[src/rtl/hw_accel_frame_sequencer_if.sv]
// Control/status bundle between the accelerator wrapper and its frame sequencer.
// slave: the sequencer side; master: the wrapper/CPU side driving start, abort and beats.
interface hw_accel_frame_sequencer_if;
    logic        start;
    logic        abort;
    logic        in_beat;
    logic        out_beat;
    logic        init_done;
    logic        accel_rst;
    logic        busy;
    logic        done;
    logic        err_timeout;
    logic        err_overrun;
    logic [15:0] frame_count;
    logic [31:0] in_count;
    logic [31:0] out_count;

    modport slave (
        input  start,
        input  abort,
        input  in_beat,
        input  out_beat,
        output init_done,
        output accel_rst,
        output busy,
        output done,
        output err_timeout,
        output err_overrun,
        output frame_count,
        output in_count,
        output out_count
    );

    modport master (
        output start,
        output abort,
        output in_beat,
        output out_beat,
        input  init_done,
        input  accel_rst,
        input  busy,
        input  done,
        input  err_timeout,
        input  err_overrun,
        input  frame_count,
        input  in_count,
        input  out_count
    );
endinterface

[src/rtl/hw_accel_frame_sequencer.sv]
// Per-frame DMA sequencer: arms init_done, counts in/out beats, enforces an inter-frame gap.
// Define HW_ACCEL_SEQ_TIMEOUT_EN to build the RUN-state stall watchdog.
module hw_accel_frame_sequencer #(
    parameter int unsigned IN_WORDS_PER_FRAME  = 307200,
    parameter int unsigned OUT_WORDS_PER_FRAME = 9216,
    parameter int unsigned TIMEOUT_CYCLES      = 16777216,
    parameter int unsigned GAP_CYCLES          = 4,
    parameter int unsigned FLUSH_CYCLES        = 4
) (
    input logic                       clk,
    input logic                       rst_n,
    hw_accel_frame_sequencer_if.slave seq_if
);

    localparam logic [2:0] StIdle  = 3'd0;
    localparam logic [2:0] StRun   = 3'd1;
    localparam logic [2:0] StDone  = 3'd2;
    localparam logic [2:0] StGap   = 3'd3;
    localparam logic [2:0] StFlush = 3'd4;

    localparam int unsigned TimerMax = (GAP_CYCLES > FLUSH_CYCLES) ? GAP_CYCLES : FLUSH_CYCLES;
    localparam int unsigned TimerW   = $clog2(TimerMax + 1);
    localparam logic [TimerW-1:0] GapLoad   = TimerW'(GAP_CYCLES - 1);
    localparam logic [TimerW-1:0] FlushLoad = TimerW'(FLUSH_CYCLES - 1);

    logic [2:0]        state_q, state_d;
    logic [TimerW-1:0] timer_q, timer_d;
    logic [31:0]       in_count_q, in_count_d;
    logic [31:0]       out_count_q, out_count_d;
    logic [15:0]       frame_count_q, frame_count_d;
    logic              err_overrun_q, err_overrun_d;
    logic              init_done_q, init_done_d;
    logic              accel_rst_q, accel_rst_d;
    logic              busy_q, busy_d;
    logic              done_q, done_d;
    logic              any_beat;
    logic              complete;

`ifdef HW_ACCEL_SEQ_TIMEOUT_EN
    localparam int unsigned StallW = $clog2(TIMEOUT_CYCLES) + 1;
    localparam logic [StallW-1:0] StallMax = StallW'(TIMEOUT_CYCLES - 1);

    logic [StallW-1:0] stall_q, stall_d;
    logic              err_timeout_q, err_timeout_d;
    logic              expire;
`endif

    assign any_beat = seq_if.in_beat | seq_if.out_beat;

    always_comb begin
        state_d       = state_q;
        timer_d       = timer_q;
        in_count_d    = in_count_q;
        out_count_d   = out_count_q;
        frame_count_d = frame_count_q;
        err_overrun_d = err_overrun_q;
        complete      = 1'b0;
`ifdef HW_ACCEL_SEQ_TIMEOUT_EN
        stall_d       = stall_q;
        err_timeout_d = err_timeout_q;
        expire        = 1'b0;
`endif

        case (state_q)
            StIdle: begin
                if (seq_if.start && !seq_if.abort) begin
                    state_d       = StRun;
                    in_count_d    = '0;
                    out_count_d   = '0;
                    err_overrun_d = 1'b0;
`ifdef HW_ACCEL_SEQ_TIMEOUT_EN
                    stall_d       = '0;
                    err_timeout_d = 1'b0;
`endif
                end
                // A stray beat is an error even in the cycle a frame is requested.
                if (any_beat) begin
                    err_overrun_d = 1'b1;
                end
            end

            StRun: begin
                if (seq_if.in_beat) begin
                    if (in_count_q < IN_WORDS_PER_FRAME) begin
                        in_count_d = in_count_q + 32'd1;
                    end else begin
                        err_overrun_d = 1'b1;
                    end
                end
                if (seq_if.out_beat) begin
                    if (out_count_q < OUT_WORDS_PER_FRAME) begin
                        out_count_d = out_count_q + 32'd1;
                    end else begin
                        err_overrun_d = 1'b1;
                    end
                end
                // Judge completion on the next counts so simultaneous final beats finish at once.
                complete = (in_count_d == IN_WORDS_PER_FRAME) &&
                           (out_count_d == OUT_WORDS_PER_FRAME);
`ifdef HW_ACCEL_SEQ_TIMEOUT_EN
                if (any_beat) begin
                    stall_d = '0;
                end else if (stall_q == StallMax) begin
                    expire = 1'b1;
                end else begin
                    stall_d = stall_q + StallW'(1);
                end
`endif
                if (seq_if.abort) begin
                    state_d = StFlush;
                    timer_d = FlushLoad;
                end else if (complete) begin
                    state_d       = StDone;
                    frame_count_d = frame_count_q + 16'd1;
                end
`ifdef HW_ACCEL_SEQ_TIMEOUT_EN
                else if (expire) begin
                    state_d       = StFlush;
                    timer_d       = FlushLoad;
                    err_timeout_d = 1'b1;
                end
`endif
            end

            StDone: begin
                if (any_beat) begin
                    err_overrun_d = 1'b1;
                end
                if (seq_if.abort) begin
                    state_d = StFlush;
                    timer_d = FlushLoad;
                end else begin
                    state_d = StGap;
                    timer_d = GapLoad;
                end
            end

            StGap: begin
                if (any_beat) begin
                    err_overrun_d = 1'b1;
                end
                if (seq_if.abort) begin
                    state_d = StFlush;
                    timer_d = FlushLoad;
                end else if (timer_q == '0) begin
                    state_d = StIdle;
                end else begin
                    timer_d = timer_q - TimerW'(1);
                end
            end

            StFlush: begin
                if (timer_q == '0) begin
                    state_d = StIdle;
                end else begin
                    timer_d = timer_q - TimerW'(1);
                end
            end

            default: begin
                state_d = StIdle;
            end
        endcase

        // Status outputs are registered from the next state so they align with it.
        init_done_d = (state_d == StRun);
        accel_rst_d = (state_d == StFlush);
        busy_d      = (state_d != StIdle);
        done_d      = (state_d == StDone);
    end

    always_ff @(posedge clk or negedge rst_n) begin
        if (!rst_n) begin
            state_q       <= StIdle;
            timer_q       <= '0;
            in_count_q    <= '0;
            out_count_q   <= '0;
            frame_count_q <= '0;
            err_overrun_q <= 1'b0;
            init_done_q   <= 1'b0;
            accel_rst_q   <= 1'b0;
            busy_q        <= 1'b0;
            done_q        <= 1'b0;
        end else begin
            state_q       <= state_d;
            timer_q       <= timer_d;
            in_count_q    <= in_count_d;
            out_count_q   <= out_count_d;
            frame_count_q <= frame_count_d;
            err_overrun_q <= err_overrun_d;
            init_done_q   <= init_done_d;
            accel_rst_q   <= accel_rst_d;
            busy_q        <= busy_d;
            done_q        <= done_d;
        end
    end

`ifdef HW_ACCEL_SEQ_TIMEOUT_EN
    always_ff @(posedge clk or negedge rst_n) begin
        if (!rst_n) begin
            stall_q       <= '0;
            err_timeout_q <= 1'b0;
        end else begin
            stall_q       <= stall_d;
            err_timeout_q <= err_timeout_d;
        end
    end

    assign seq_if.err_timeout = err_timeout_q;
`else
    logic unused_timeout;
    assign unused_timeout     = ^TIMEOUT_CYCLES;
    assign seq_if.err_timeout = 1'b0;
`endif

    assign seq_if.init_done   = init_done_q;
    assign seq_if.accel_rst   = accel_rst_q;
    assign seq_if.busy        = busy_q;
    assign seq_if.done        = done_q;
    assign seq_if.err_overrun = err_overrun_q;
    assign seq_if.frame_count = frame_count_q;
    assign seq_if.in_count    = in_count_q;
    assign seq_if.out_count   = out_count_q;

endmodule
[src/flat_wrapper.sv]
// flat-port wrapper written by rule: the top's interface ports become plain ports
module hw_accel_frame_sequencer_flat 
#(
    parameter int unsigned IN_WORDS_PER_FRAME  = 307200,
    parameter int unsigned OUT_WORDS_PER_FRAME = 9216,
    parameter int unsigned TIMEOUT_CYCLES      = 16777216,
    parameter int unsigned GAP_CYCLES          = 4,
    parameter int unsigned FLUSH_CYCLES        = 4
)
  (clk, rst_n, seq_if_start, seq_if_abort, seq_if_in_beat, seq_if_out_beat, seq_if_init_done, seq_if_accel_rst, seq_if_busy, seq_if_done, seq_if_err_timeout, seq_if_err_overrun, seq_if_frame_count, seq_if_in_count, seq_if_out_count);
  hw_accel_frame_sequencer_if seq_if_i ();
  input logic clk;
  input logic rst_n;
  input wire logic [$bits(seq_if_i.start)-1:0] seq_if_start;
  input wire logic [$bits(seq_if_i.abort)-1:0] seq_if_abort;
  input wire logic [$bits(seq_if_i.in_beat)-1:0] seq_if_in_beat;
  input wire logic [$bits(seq_if_i.out_beat)-1:0] seq_if_out_beat;
  output wire logic [$bits(seq_if_i.init_done)-1:0] seq_if_init_done;
  output wire logic [$bits(seq_if_i.accel_rst)-1:0] seq_if_accel_rst;
  output wire logic [$bits(seq_if_i.busy)-1:0] seq_if_busy;
  output wire logic [$bits(seq_if_i.done)-1:0] seq_if_done;
  output wire logic [$bits(seq_if_i.err_timeout)-1:0] seq_if_err_timeout;
  output wire logic [$bits(seq_if_i.err_overrun)-1:0] seq_if_err_overrun;
  output wire logic [$bits(seq_if_i.frame_count)-1:0] seq_if_frame_count;
  output wire logic [$bits(seq_if_i.in_count)-1:0] seq_if_in_count;
  output wire logic [$bits(seq_if_i.out_count)-1:0] seq_if_out_count;
  assign seq_if_i.start = seq_if_start;
  assign seq_if_i.abort = seq_if_abort;
  assign seq_if_i.in_beat = seq_if_in_beat;
  assign seq_if_i.out_beat = seq_if_out_beat;
  assign seq_if_init_done = seq_if_i.init_done;
  assign seq_if_accel_rst = seq_if_i.accel_rst;
  assign seq_if_busy = seq_if_i.busy;
  assign seq_if_done = seq_if_i.done;
  assign seq_if_err_timeout = seq_if_i.err_timeout;
  assign seq_if_err_overrun = seq_if_i.err_overrun;
  assign seq_if_frame_count = seq_if_i.frame_count;
  assign seq_if_in_count = seq_if_i.in_count;
  assign seq_if_out_count = seq_if_i.out_count;
  hw_accel_frame_sequencer #(.IN_WORDS_PER_FRAME(IN_WORDS_PER_FRAME), .OUT_WORDS_PER_FRAME(OUT_WORDS_PER_FRAME), .TIMEOUT_CYCLES(TIMEOUT_CYCLES), .GAP_CYCLES(GAP_CYCLES), .FLUSH_CYCLES(FLUSH_CYCLES)) u_core (.clk(clk), .rst_n(rst_n), .seq_if(seq_if_i));
endmodule
[config.mk]
export PLATFORM = sky130hd
export DESIGN_NAME = hw_accel_frame_sequencer_flat
export DESIGN_NICKNAME = d
export VERILOG_FILES = /design/src/rtl/hw_accel_frame_sequencer_if.sv /design/src/rtl/hw_accel_frame_sequencer.sv /design/src/flat_wrapper.sv
export SDC_FILE = /design/constraint.sdc
export NUM_CORES = 1
export LEC_CHECK = 0
export BUFFER_PORTS_ARGS = -buffer_cell sky130_fd_sc_hd__buf_2
export CAP_MARGIN = 5
export CORE_MARGIN = 2
export CORE_UTILIZATION = 50
export CTS_CLUSTER_SIZE = 8
export DETAILED_ROUTE_END_ITERATION = 10
export GPL_TIMING_DRIVEN = 1
export PLACE_DENSITY = 0.73
export SLEW_MARGIN = 25
export SYNTH_ARGS = -nofsm -noshare
export SYNTH_HDL_FRONTEND = slang
export SYNTH_SLANG_ARGS = --single-unit
[constraint.sdc]
create_clock -name clk -period 8.4 [get_ports clk]
set_input_delay 0.84 -clock clk [delete_from_list [all_inputs] [get_ports clk]]
set_output_delay 0.84 -clock clk [all_outputs]
set_load 0.05 [all_outputs]
# == Word level (Yosys, flattened, before mapping) ==
# Cells that the tools add are included.
# classes
bitwise,2
n_eq_ne,13
order_cmp,2
shift,0
muxes,28
n_addsub,4
reduce_logical,14
multipliers,0
div_mod_pow,0
# ops
op,n
2-to-1 mux 32 bit,7
one-hot mux 32 bit (2 select lines),2
"adder 32 x 1 -> 32 bit, second input constant",2
"equality test 32 x 14 -> 1 bit, second input constant",1
"equality test 32 x 19 -> 1 bit, second input constant",1
"< comparator 32 x 14 -> 1 bit, second input constant",1
"< comparator 32 x 19 -> 1 bit, second input constant",1
2-to-1 mux 3 bit,9
"adder 16 x 1 -> 16 bit, second input constant",1
one-hot mux 3 bit (5 select lines),1
one-hot mux 3 bit (4 select lines),1
"equality test 3 x 2 -> 1 bit, second input constant",3
2-to-1 mux 1 bit,7
"equality test 3 x 1 -> 1 bit, second input constant",2
"equality test 3 bit, second input constant",2
zero test 3 bit,2
AND reduction 3 bit,2
nonzero test 3 bit,2
"!= test 2 x 1 -> 1 bit, second input constant",2
AND reduction 2 bit,2
nonzero test 4 bit,1
"!= test 3 x 1 -> 1 bit, second input constant",1
one-hot mux 1 bit (3 select lines),1
"subtractor 3 x 1 -> 3 bit, second input constant",1
7 further kinds,8
# word_totals
latch_bits,0
rom_bits,0
memories,0
in_bits,6
ram_bits,0
ff_bits,91

# == Depth between registers and ports, before layout ==
# Gate-level depths: netlist of the first run.
# depth
word_depth,10
ltp_mapped,11

# == Worst setup path before layout of the first run ==
# No wires, ideal clock.
# synth_timing
kind,register -> register
from,reg u_core.out_count_q[2] (netlist: u_core.seq_if.out_count[2])
to,reg u_core.frame_count_q[1] (netlist: u_core.seq_if.frame_count[1])
period_less_slack_ps,3085
path_stages_with_launch,9
t_arrival_ps,2957
slack_ps,5315
path_cell_list,dfrtp_1 clkbuf_1 nand4_1 nor4_2 nand4_1 a2111oi_2 nand4_2 nor2_1 mux2_1
# synth_via
elab_chain_cells,7
elab_cells_between_ends,8
cone_classes,add/sub: 1; order compare: 1; eq/ne: 1; mux: 3; reduce/logical: 2
# synth_lines
element,line,rtl
from (decl),hw_accel_frame_sequencer.sv:29,"logic [31:0] out_count_q, out_count_d;"
from (signal assigned),hw_accel_frame_sequencer.sv:188,out_count_q <= out_count_d;
adder 32 x 1 -> 32 bit / < comparator 32 x 14 -> 1 bit (equally long branches),"hw_accel_frame_sequencer.sv:92, hw_accel_frame_sequencer.sv:91",
2-to-1 mux 32 bit,hw_accel_frame_sequencer.sv:91,if (out_count_q < OUT_WORDS_PER_FRAME) begin
2-to-1 mux 32 bit (*),hw_accel_frame_sequencer.sv:90,if (seq_if.out_beat) begin
2-to-1 mux 32 bit (*),hw_accel_frame_sequencer.sv:64,case (state_q)
equality test 32 x 14 -> 1 bit (*),hw_accel_frame_sequencer.sv:99,(out_count_d == OUT_WORDS_PER_FRAME);
logical AND 1 bit (*),hw_accel_frame_sequencer.sv:98,complete = (in_count_d == IN_WORDS_PER_FRAME) &&
AND reduction 3 bit (no source line) (*),--,
to (signal assigned),hw_accel_frame_sequencer.sv:189,frame_count_q <= frame_count_d;
to (decl),hw_accel_frame_sequencer.sv:30,"logic [15:0] frame_count_q, frame_count_d;"
# Every way passes the cells marked *; elsewhere a longest branch is shown, timed or not. The select of a mux whose other input is x is not followed.
# A chain may end at the register's enable or synchronous reset.

# == Final worst setup path of the first run ==
# layout_timing
from,reg u_core.out_count_q[0] (netlist: u_core.seq_if.out_count[0])
to,reg u_core.frame_count_q[1] (netlist: u_core.seq_if.frame_count[1])
# Same word-level chain as after synthesis.

==> impl_metrics.env, run 1 <==
export IMPL_status="complete, no violations"
export IMPL_finalHoldViolCount=0
export IMPL_overflow=0
export IMPL_numPortBuffers=90
export IMPL_num_nets_final=606
export IMPL_synth_adder_area_share=0.0126
export IMPL_clkTransAtPathRegs_ns=0.10
export IMPL_wl_mm=12.4
export IMPL_place_area_sq_um=5480
export IMPL_ctsResizeCount=0
export IMPL_die_y_um=104
export IMPL_clock_root_buffer="clkbuf_8"
export IMPL_irDropWorstVdd_v=0.0000837
export IMPL_via_per_inst=5.95
export IMPL_fp_dieW_um=104
export IMPL_worst_pin_slew_ns=0.819
export IMPL_synthMuxAreaShare=0.0103
export IMPL_synth_flop_cell="dfrtp_1"
export IMPL_clock_latency_ns=0.37
export IMPL_fin_crit_ns=3.56
export IMPL_holdWs_ns=0.351
export IMPL_rsz0062_at_grt="no"
export IMPL_core_sq_um=9730
export IMPL_grt_pass1_vias=4190
export IMPL_post_cts_setup_buffers=0
export IMPL_ys_types=62
export IMPL_num_vias=4364
export IMPL_fin_util=0.586
export IMPL_clock_skew_ns=0.0191
export IMPL_total_power_mw=1.07
export IMPL_critPathKind="reg2reg"
export IMPL_remaining_drc_errors=0
export IMPL_grt_start_max_net_pins=68
export IMPL_cts_tree="yes"
export IMPL_die_area_sq_um=10700
export IMPL_maxSlewViolCount=0
export IMPL_cp_start_kind="flip-flop"
export IMPL_cp_data_arrival_time_ns=3.81
export IMPL_cap_violations=0
export IMPL_h_tree_depth=3
export IMPL_p_per_area_nw_per_um2=188
export IMPL_tns_ns=0
export IMPL_synth_edf_count=0
export IMPL_initial_utilization=0.511
export IMPL_leakage_nw=2.77
export IMPL_dr_pass1_iters=5
export IMPL_synthSimpleGateAreaFrac=0.285
export IMPL_stdcell_count=733
export IMPL_yosys_warnings=0
export IMPL_required_ns=8.64
export IMPL_dp_cells=717
export IMPL_ys_ff_latch=91
export IMPL_synth_top_family_by_area="simple AND/OR/NAND/NOR gates"
export IMPL_ys_seq_area_frac=0.458
export IMPL_ant_nets=0
export IMPL_post_synth_top_count_cell="dfrtp_1"
export IMPL_synth_xor_area_share=0.0476
export IMPL_drt_iter0_markers=263
export IMPL_grt_first_pass_wirelength_mm=20.5
export IMPL_regToRegSetupSlack_ns=4.84
export IMPL_stdcell_area_sq_um=5700
export IMPL_endpoint_kind="flip-flop"
export IMPL_synth_top_area_cell="dfrtp_1"
export IMPL_routedWlPerCell_um=16.9
export IMPL_area_delta_synth_final_pct=14.8
export IMPL_num_fill_cells=887
export IMPL_place_gp_congestion=0.954
export IMPL_row_count=36
export IMPL_clock_path_buffers=2
export IMPL_synth_area_per_cell_sq_um=9.59
export IMPL_drive_above_1_share=0.237
export IMPL_yosys_top_cells_count="91 x dfrtp_1, 60 x nand2_1, 49 x o21ai_0, 36 x and2_1, 26 x nor2_1"
export IMPL_cts_hold_fix_buffers=0
export IMPL_relSlewSlack=0.454
export IMPL_max_freq_mhz=281
export IMPL_timing_final_ws_setup_ns=4.84
export IMPL_diodes=0
export IMPL_synth_cells=518
export IMPL_worstHoldPathType="in2async"
export IMPL_synth_compound_area_frac=0.150
export IMPL_synthArstFlopShare=1.00
export IMPL_crit_fanout=17
export IMPL_cts_buffers=9
export IMPL_synth_area_sq_um=4970
export IMPL_pre_cts_ws_ns=4.71
export IMPL_io_pins=92
export IMPL_clkSinkCount=91
export IMPL_synth_top_area_frac=0.458
export IMPL_dp_hpwl_mm=8.81
export IMPL_crit_slowest_cell="dfrtp_1"
export IMPL_max_stage_delay_ns=0.52
export IMPL_cp_top_family="simple AND/OR/NAND/NOR gates"
export IMPL_gr_usage_all_layers=0.233
export IMPL_antenna_found_initial=0
export IMPL_crit_chain="ha_1 -> and3_1 -> nand4_1 -> nor3_1 -> nand2_1 -> a2111oi_2 -> nand4_2 -> nor2_1 -> mux2_1"
export IMPL_yosys_top_cells_area="dfrtp_1 46%, o21ai_0 4.9%, and2_1 4.5%"
export IMPL_synthesis_nets=529
export IMPL_fin_crit_sh=0.424
export IMPL_setup_violations=0
export IMPL_worst_path_buf_inv=0
==> final cells by class <==
type	count	area [sq um]	area share
Clock inverter	4	56.3	0.00987
Sequential cell	91	2280	0.399
Tap cell	133	166	0.0292
Timing Repair Buffer	94	483	0.0847
Multi-Input combinational cell	390	2520	0.442
Clock buffer	12	165	0.0290
Inverter	9	33.8	0.00592
==> worst paths after layout <==
kind / from / end / cells after the start
setup / recovery: u_core.seq_if.out_count[0] / u_core.seq_if.frame_count[1] / 9
hold / removal: rst_n / u_core.seq_if.in_count[3] / 1
setup reg to reg: u_core.seq_if.out_count[0] / u_core.seq_if.frame_count[1] / 9
hold reg to reg: u_core.seq_if.frame_count[15] / u_core.seq_if.frame_count[15] / 1
max in group asynchronous: rst_n / u_core.seq_if.frame_count[6] / 2
min in group clk: u_core.seq_if.frame_count[15] / u_core.seq_if.frame_count[15] / 1
==> layout by cell type (no fill, tap or decap), types with 4 or more instances in the layout <==
cell / count
o31ai_1: 9
dfrtp_1: 91
a21oi_1: 10
nor3_1: 12
or4_1: 7
clkbuf_8: 12
nor4_1: 7
and2_1: 36
and4_1: 6
buf_2: 89
nand2b_1: 5
nand4_1: 13
nor4_2: 9
nand2_1: 60
buf_4: 5
xor2_1: 19
mux2i_1: 4
o21ai_0: 49
nand3_1: 24
a31oi_1: 15
nand4_2: 4
ha_1: 5
and3_1: 9
or2_2: 4
inv_1: 9
nor2_1: 26
xnor2_1: 8
==> power by group <==
group	internal, mW	switching (mW)	total [mW]
logic	0.0688	0.188	0.257
registers	0.461	0.0281	0.489
clock network	0.164	0.162	0.326
==> kinds of logic (layout without fill, tap and decap cells) <==
| kind of cell | Yosys count | count (layout) |
|---|---|---|
| adder cells (fa/ha/maj) | 5 | 5 |
| multiplexers | 5 | 5 |
| buffers and inverters | 37 | 119 |
| XOR/XNOR | 27 | 27 |
| flip-flops | 91 | 91 |
| other | 1 | 1 |
| AND/OR/NAND/NOR | 239 | 239 |
| AO/OA/AOI/OAI | 113 | 113 |
==> routing by layer <==
| layer | global-route usage | routed length [um] | vias to the layer above |
|---|---|---|---|
| met5 | 0 | 0 | - |
| met4 | 0.0772 | 180 | 0 |
| met3 | 0.0516 | 832 | 15 |
| met2 | 0.364 | 5760 | 166 |
| met1 | 0.324 | 5630 | 2143 |
| li1 | - | - | 2040 |
==> sequential cells by signal, indices dropped and copies added, names as in the netlist, 3 cells and up <==
name                       cells
u_core.seq_if.in_count        32
u_core.seq_if.out_count       32
u_core.seq_if.frame_count     16
u_core.state_q                 3
u_core.timer_q                 3
No activity file was read; power rests on OpenSTA's default activity.
==> run 2, diff against run 1 <==
clock period = 3.3 ns   (was 8.4 ns; I/O delays follow)
==> run 2 against run 1 <==
Against the previous run:
- the flow now finishes with violations (negative hold slack)
- critical path type unchanged
- critical endpoint is now u_core.seq_if.done
- non-clock buffer count rose by 25
- largest power group unchanged
- utilization increased by 2.7 points
- via count up 3.1%
- hold slack worse by 0.36 ns
==> impl_metrics.env, run 2 (synthesis gave the netlist of run 1 again) <==
export IMPL_violations="negative hold slack"
export IMPL_stdcell_count=758
export IMPL_fin_crit_ns=3.10
export IMPL_overflow=0
export IMPL_core_sq_um=9730
export IMPL_grt_pass1_vias=4359
export IMPL_final_common_cell="dfrtp_1"
export IMPL_diodes=0
export IMPL_ant_nets=0
export IMPL_cap_violations=0
export IMPL_wl_mm=13.1
export IMPL_clkTransAtPathRegs_ns=0.10
export IMPL_critPathKind="reg2reg"
export IMPL_place_area_sq_um=5680
export IMPL_cts_buffers=9
export IMPL_clock_latency_ns=0.36
export IMPL_seqCellArea_sq_um=2280
export IMPL_relSlewSlack=0.570
export IMPL_fin_crit_sh=0.938
export IMPL_via_per_inst=5.94
export IMPL_antenna_found_initial=0
export IMPL_pre_cts_ws_ns=0.129
export IMPL_cts_tree="yes"
export IMPL_grt_start_max_net_pins=92
export IMPL_dr_pass1_iters=4
export IMPL_io_pins=92
export IMPL_post_cts_setup_buffers=0
export IMPL_stdcell_area_sq_um=5960
export IMPL_holdWs_ns=-0.00934
export IMPL_place_gp_congestion=0.927
export IMPL_num_nets_final=631
export IMPL_cp_data_arrival_time_ns=3.33
export IMPL_irDropWorstVdd_v=0.000228
export IMPL_clock_skew_ns=0.0167
export IMPL_area_delta_synth_final_pct=20.1
export IMPL_num_vias=4499
export IMPL_worst_pin_slew_ns=0.644
export IMPL_multi_input_area_sq_um=2580
export IMPL_grt_first_pass_wirelength_mm=21.7
export IMPL_numPortBuffers=90
export IMPL_dp_cells=742
export IMPL_num_fill_cells=867
export IMPL_final_cell_mix="91 x dfrtp_1, 89 x buf_2, 60 x nand2_1, 49 x o21ai_0, 36 x and2_1"
export IMPL_die_area_sq_um=10700
export IMPL_crit_fanout=14
export IMPL_clock_path_buffers=2
export IMPL_dp_hpwl_mm=9.30
export IMPL_required_ns=3.54
export IMPL_p_per_area_nw_per_um2=469
export IMPL_cts_hold_fix_buffers=0
export IMPL_setup_violations=0
export IMPL_total_power_mw=2.79
export IMPL_worstHoldPathType="in2async"
export IMPL_initial_utilization=0.511
export IMPL_fp_dieW_um=104
export IMPL_remaining_drc_errors=0
export IMPL_die_y_um=104
export IMPL_timing_final_ws_setup_ns=0.205
export IMPL_max_freq_mhz=323
export IMPL_cp_start_kind="flip-flop"
export IMPL_gr_usage_all_layers=0.249
export IMPL_leakage_nw=2.93
export IMPL_finalHoldViolCount=7
export IMPL_row_count=36
export IMPL_clkSinkCount=91
export IMPL_routedWlPerCell_um=17.2
export IMPL_drive_above_1_share=0.277
export IMPL_maxSlewViolCount=0
export IMPL_status="complete, but fails checks"
export IMPL_endpoint_kind="flip-flop"
export IMPL_drt_iter0_markers=292
export IMPL_clock_root_buffer="clkbuf_8"
export IMPL_h_tree_depth=3
## run 2: changes by cell type in the layout (fill, tap and decap cells not counted), sizes merged
cell,previous run,this run
bufinv,1,2
inv,10,11
clkbuf,12,10
buf,94,119
## run 2: cell type report
cell class              count  area share
clock inverters             6      0.0159
flip-flops and latches     91       0.382
well taps                 133      0.0279
inverters                   9     0.00567
clock buffers              10      0.0214
multi-input cells         390       0.433
repair buffers            119       0.115
## run 2: repair_timing
| action | CTS | global route |
|---|---|---|
| endpoints found under the hold margin | 0 | 0 |
| gates resized for setup | 0 | 10 |
| setup endpoints to repair | 0 | 5 |
## run 2: metal layers
layer  global-route usage  part of all wire  vias up
met2                0.390              0.47      173
met4               0.0975             0.020        0
met5                    0                 0        -
met1                0.344              0.45     2210
met3               0.0466             0.065       24
li1                     -                 -     2092
## run 2: report_power, final
part	internal, mW	leakage, nW	switching, mW	total (mW)
registers	1.17	1.25	0.0497	1.22
clock network	0.435	0.105	0.419	0.855
logic	0.196	1.57	0.519	0.715
## run 2: through the flow
| step | setup TNS, ns | util |
|---|---|---|
| 3_3_place_gp | 0 | 0.584 |
| 5_1_grt | -0.0515 | 0.613 |
| 4_1_cts | 0 | 0.607 |
| 2_1_floorplan | 0 | - |
| 6_report | 0 | 0.613 |
| 3_5_place_dp | 0 | 0.584 |
## run 2: path summary, 6_finish.rpt
kind | start | to | slack [ns] | cells past startpoint
setup / recovery | u_core.seq_if.in_count[19] | u_core.seq_if.done | 0.20 | 9
hold / removal | rst_n | u_core.seq_if.in_count[0] | -0.009 | 2
setup reg to reg | u_core.seq_if.in_count[19] | u_core.seq_if.done | 0.20 | 9
hold reg to reg | u_core.seq_if.frame_count[15] | u_core.seq_if.frame_count[15] | 0.48 | 1
max in group asynchronous | rst_n | u_core.seq_if.out_count[10] | 2.94 | 2
min in group clk | seq_if_start | u_core.seq_if.in_count[18] | 0.23 | 2
## run 2: worst max-delay path: stages (launching register included)
cell and delay [ns]:
dfrtp_1 0.43, nor4_4 0.36, nand4_4 0.16, buf_4 0.23, nor3_4 0.21, a31oi_2 0.15, or4_1 0.57, a2111oi_2 0.36
nand3_1 0.15, a2111oi_2 0.36
==> run 3, diff against run 2 <==
PLACE_DENSITY = 0.81   (was 0.73)
==> run 3 against run 2 <==
Against the previous run:
- the flow now finishes without violations
- wire length up 3.7%
- clock skew about the same
- utilization decreased by 0.44 points
- non-clock buffer count shrank 7
- die area did not move
- critical path type unchanged
- highest routed layer unchanged
==> impl_metrics.env, run 3 (synthesis gave the netlist of run 1 again) <==
export IMPL_finalHoldViolCount=0
export IMPL_post_cts_setup_buffers=0
export IMPL_dr_pass1_iters=5
export IMPL_setup_violations=0
export IMPL_p_per_area_nw_per_um2=467
export IMPL_drt_iter0_markers=331
export IMPL_initial_utilization=0.511
export IMPL_num_nets_final=624
export IMPL_fp_dieW_um=104
export IMPL_power_frac_comb=0.258
export IMPL_cp_data_arrival_time_ns=3.47
export IMPL_fin_crit_sh=0.962
export IMPL_die_area_sq_um=10700
export IMPL_timing_final_ws_setup_ns=0.124
export IMPL_leakage_nw=2.87
export IMPL_crit_fanout=16
export IMPL_tns_ns=0
export IMPL_wl_mm=13.5
export IMPL_holdWs_ns=0.194
export IMPL_area_delta_synth_final_pct=19.2
export IMPL_cap_violations=0
export IMPL_stdcell_area_sq_um=5920
export IMPL_dp_hpwl_mm=9.56
export IMPL_total_power_mw=2.77
export IMPL_die_y_um=104
export IMPL_clkSinkCount=91
export IMPL_row_count=36
export IMPL_gr_usage_all_layers=0.255
export IMPL_worst_pin_slew_ns=0.610
export IMPL_diodes=0
export IMPL_cts_buffers=9
export IMPL_clock_skew_ns=0.0164
export IMPL_required_ns=3.59
export IMPL_switching_share=0.349
export IMPL_pre_cts_ws_ns=0.164
export IMPL_critPathKind="reg2reg"
export IMPL_final_cell_mix="91 x dfrtp_1, 89 x buf_2, 60 x nand2_1, 49 x o21ai_0, 36 x and2_1"
export IMPL_dp_cells=734
export IMPL_pwr_share_seq=0.443
export IMPL_fin_util=0.609
export IMPL_p_clk_frac=0.299
export IMPL_cp_top_family="simple AND/OR/NAND/NOR gates"
export IMPL_cts_tree="yes"
export IMPL_relSlewSlack=0.592
export IMPL_grt_start_max_net_pins=40
export IMPL_multi_input_area_sq_um=2610
export IMPL_intPower_mw=1.80
export IMPL_worst_path_buf_inv=1
export IMPL_h_tree_depth=3
export IMPL_place_area_sq_um=5610
export IMPL_worstHoldPathType="in2reg"
export IMPL_fin_crit_ns=3.18
export IMPL_final_common_cell="dfrtp_1"
export IMPL_grt_pass1_vias=4466
export IMPL_cp_start_kind="flip-flop"
export IMPL_stdcell_count=751
export IMPL_seqCellArea_sq_um=2280
export IMPL_p_switching_mw=0.966
export IMPL_clock_root_buffer="clkbuf_8"
export IMPL_clkTransAtPathRegs_ns=0.10
export IMPL_status="complete, no violations"
export IMPL_numPortBuffers=90
export IMPL_clock_path_buffers=2
export IMPL_drive_above_1_share=0.265
export IMPL_maxSlewViolCount=0
export IMPL_io_pins=92
export IMPL_max_stage_delay_ns=0.62
export IMPL_grt_first_pass_wirelength_mm=22.2
export IMPL_antenna_found_initial=0
export IMPL_core_sq_um=9730
export IMPL_max_freq_mhz=315
export IMPL_crit_chain="o21ai_1 -> o211ai_2 -> or4_1 -> mux2i_1 -> nor4_1 -> nand4_2 -> buf_4 -> nor4_2 -> xor2_1"
export IMPL_routedWlPerCell_um=18.0
export IMPL_irDropWorstVdd_v=0.000293
export IMPL_num_vias=4519
export IMPL_remaining_drc_errors=0
export IMPL_place_gp_congestion=0.921
export IMPL_overflow=0
export IMPL_crit_slowest_cell="or4_1"
export IMPL_ant_nets=0
export IMPL_clock_latency_ns=0.37
export IMPL_endpoint_kind="flip-flop"
export IMPL_num_fill_cells=859
export IMPL_via_per_inst=6.02
[run 3: cell types whose count changed in the layout (fill, tap and decap cells not counted), sizes merged]
cell         previous run  this run
buf                   119       111
clkbuf                 10        11
clkinv                  0         1
clkinvlp                2         1
dlygate4sd3             0         1
inv                    11        10
[run 3: what timing repair did]
item                       in CTS  in global routing
hold buffers                    1                  0
resized for setup               0                 12
setup endpoints to repair       0                  8
hold endpoints to repair       25                  0
[run 3: final cells by class]
| class | instances | share of cell area |
|---|---|---|
| clock buffers | 11 | 0.0222 |
| clock inverters | 5 | 0.0144 |
| inverters | 9 | 0.00571 |
| multi-input cells | 390 | 0.440 |
| flip-flops and latches | 91 | 0.385 |
| well taps | 133 | 0.0281 |
| repair buffers | 112 | 0.105 |
[run 3: final timing paths]
kind                                                from                            end  slack, ns  depth (start not counted)
max                           u_core.seq_if.in_count[17]  u_core.seq_if.frame_count[15]       0.12                          9
min                                         seq_if_start     u_core.seq_if.in_count[18]       0.19                          2
max reg2reg                   u_core.seq_if.in_count[17]  u_core.seq_if.frame_count[15]       0.12                          9
min reg2reg                u_core.seq_if.frame_count[15]  u_core.seq_if.frame_count[15]       0.48                          1
max in group asynchronous                          rst_n     u_core.seq_if.out_count[8]       2.09                          3
min in group asynchronous                          rst_n     u_core.seq_if.in_count[15]       0.41                          2
[run 3: power groups by stage]
stage	Combinational (mW)	Sequential (mW)	Clock, mW
after global routing	0.783	1.23	0.894
final	0.715	1.23	0.827
after CTS	0.705	1.22	0.846
after floorplan	0.362	1.37	0
after detailed placement	0.703	1.25	0
after global placement	0.682	1.24	0
[run 3: worst register-to-register path, cell delays in order, from the launching register on]
cell and delay [ns]:
dfrtp_1 0.40, o21ai_1 0.27, o211ai_2 0.29, or4_1 0.63, mux2i_1 0.17, nor4_1 0.42, nand4_2 0.18, buf_4 0.24
nor4_2 0.34, xor2_1 0.17
[run 3: per-layer routing]
metal  up-vias  share of wire  global-route usage
met5         -              0                   0
met4         0          0.026               0.108
met3        36          0.077              0.0510
met2       203           0.48               0.409
met1      2205           0.42               0.340
li1       2075              -                   -
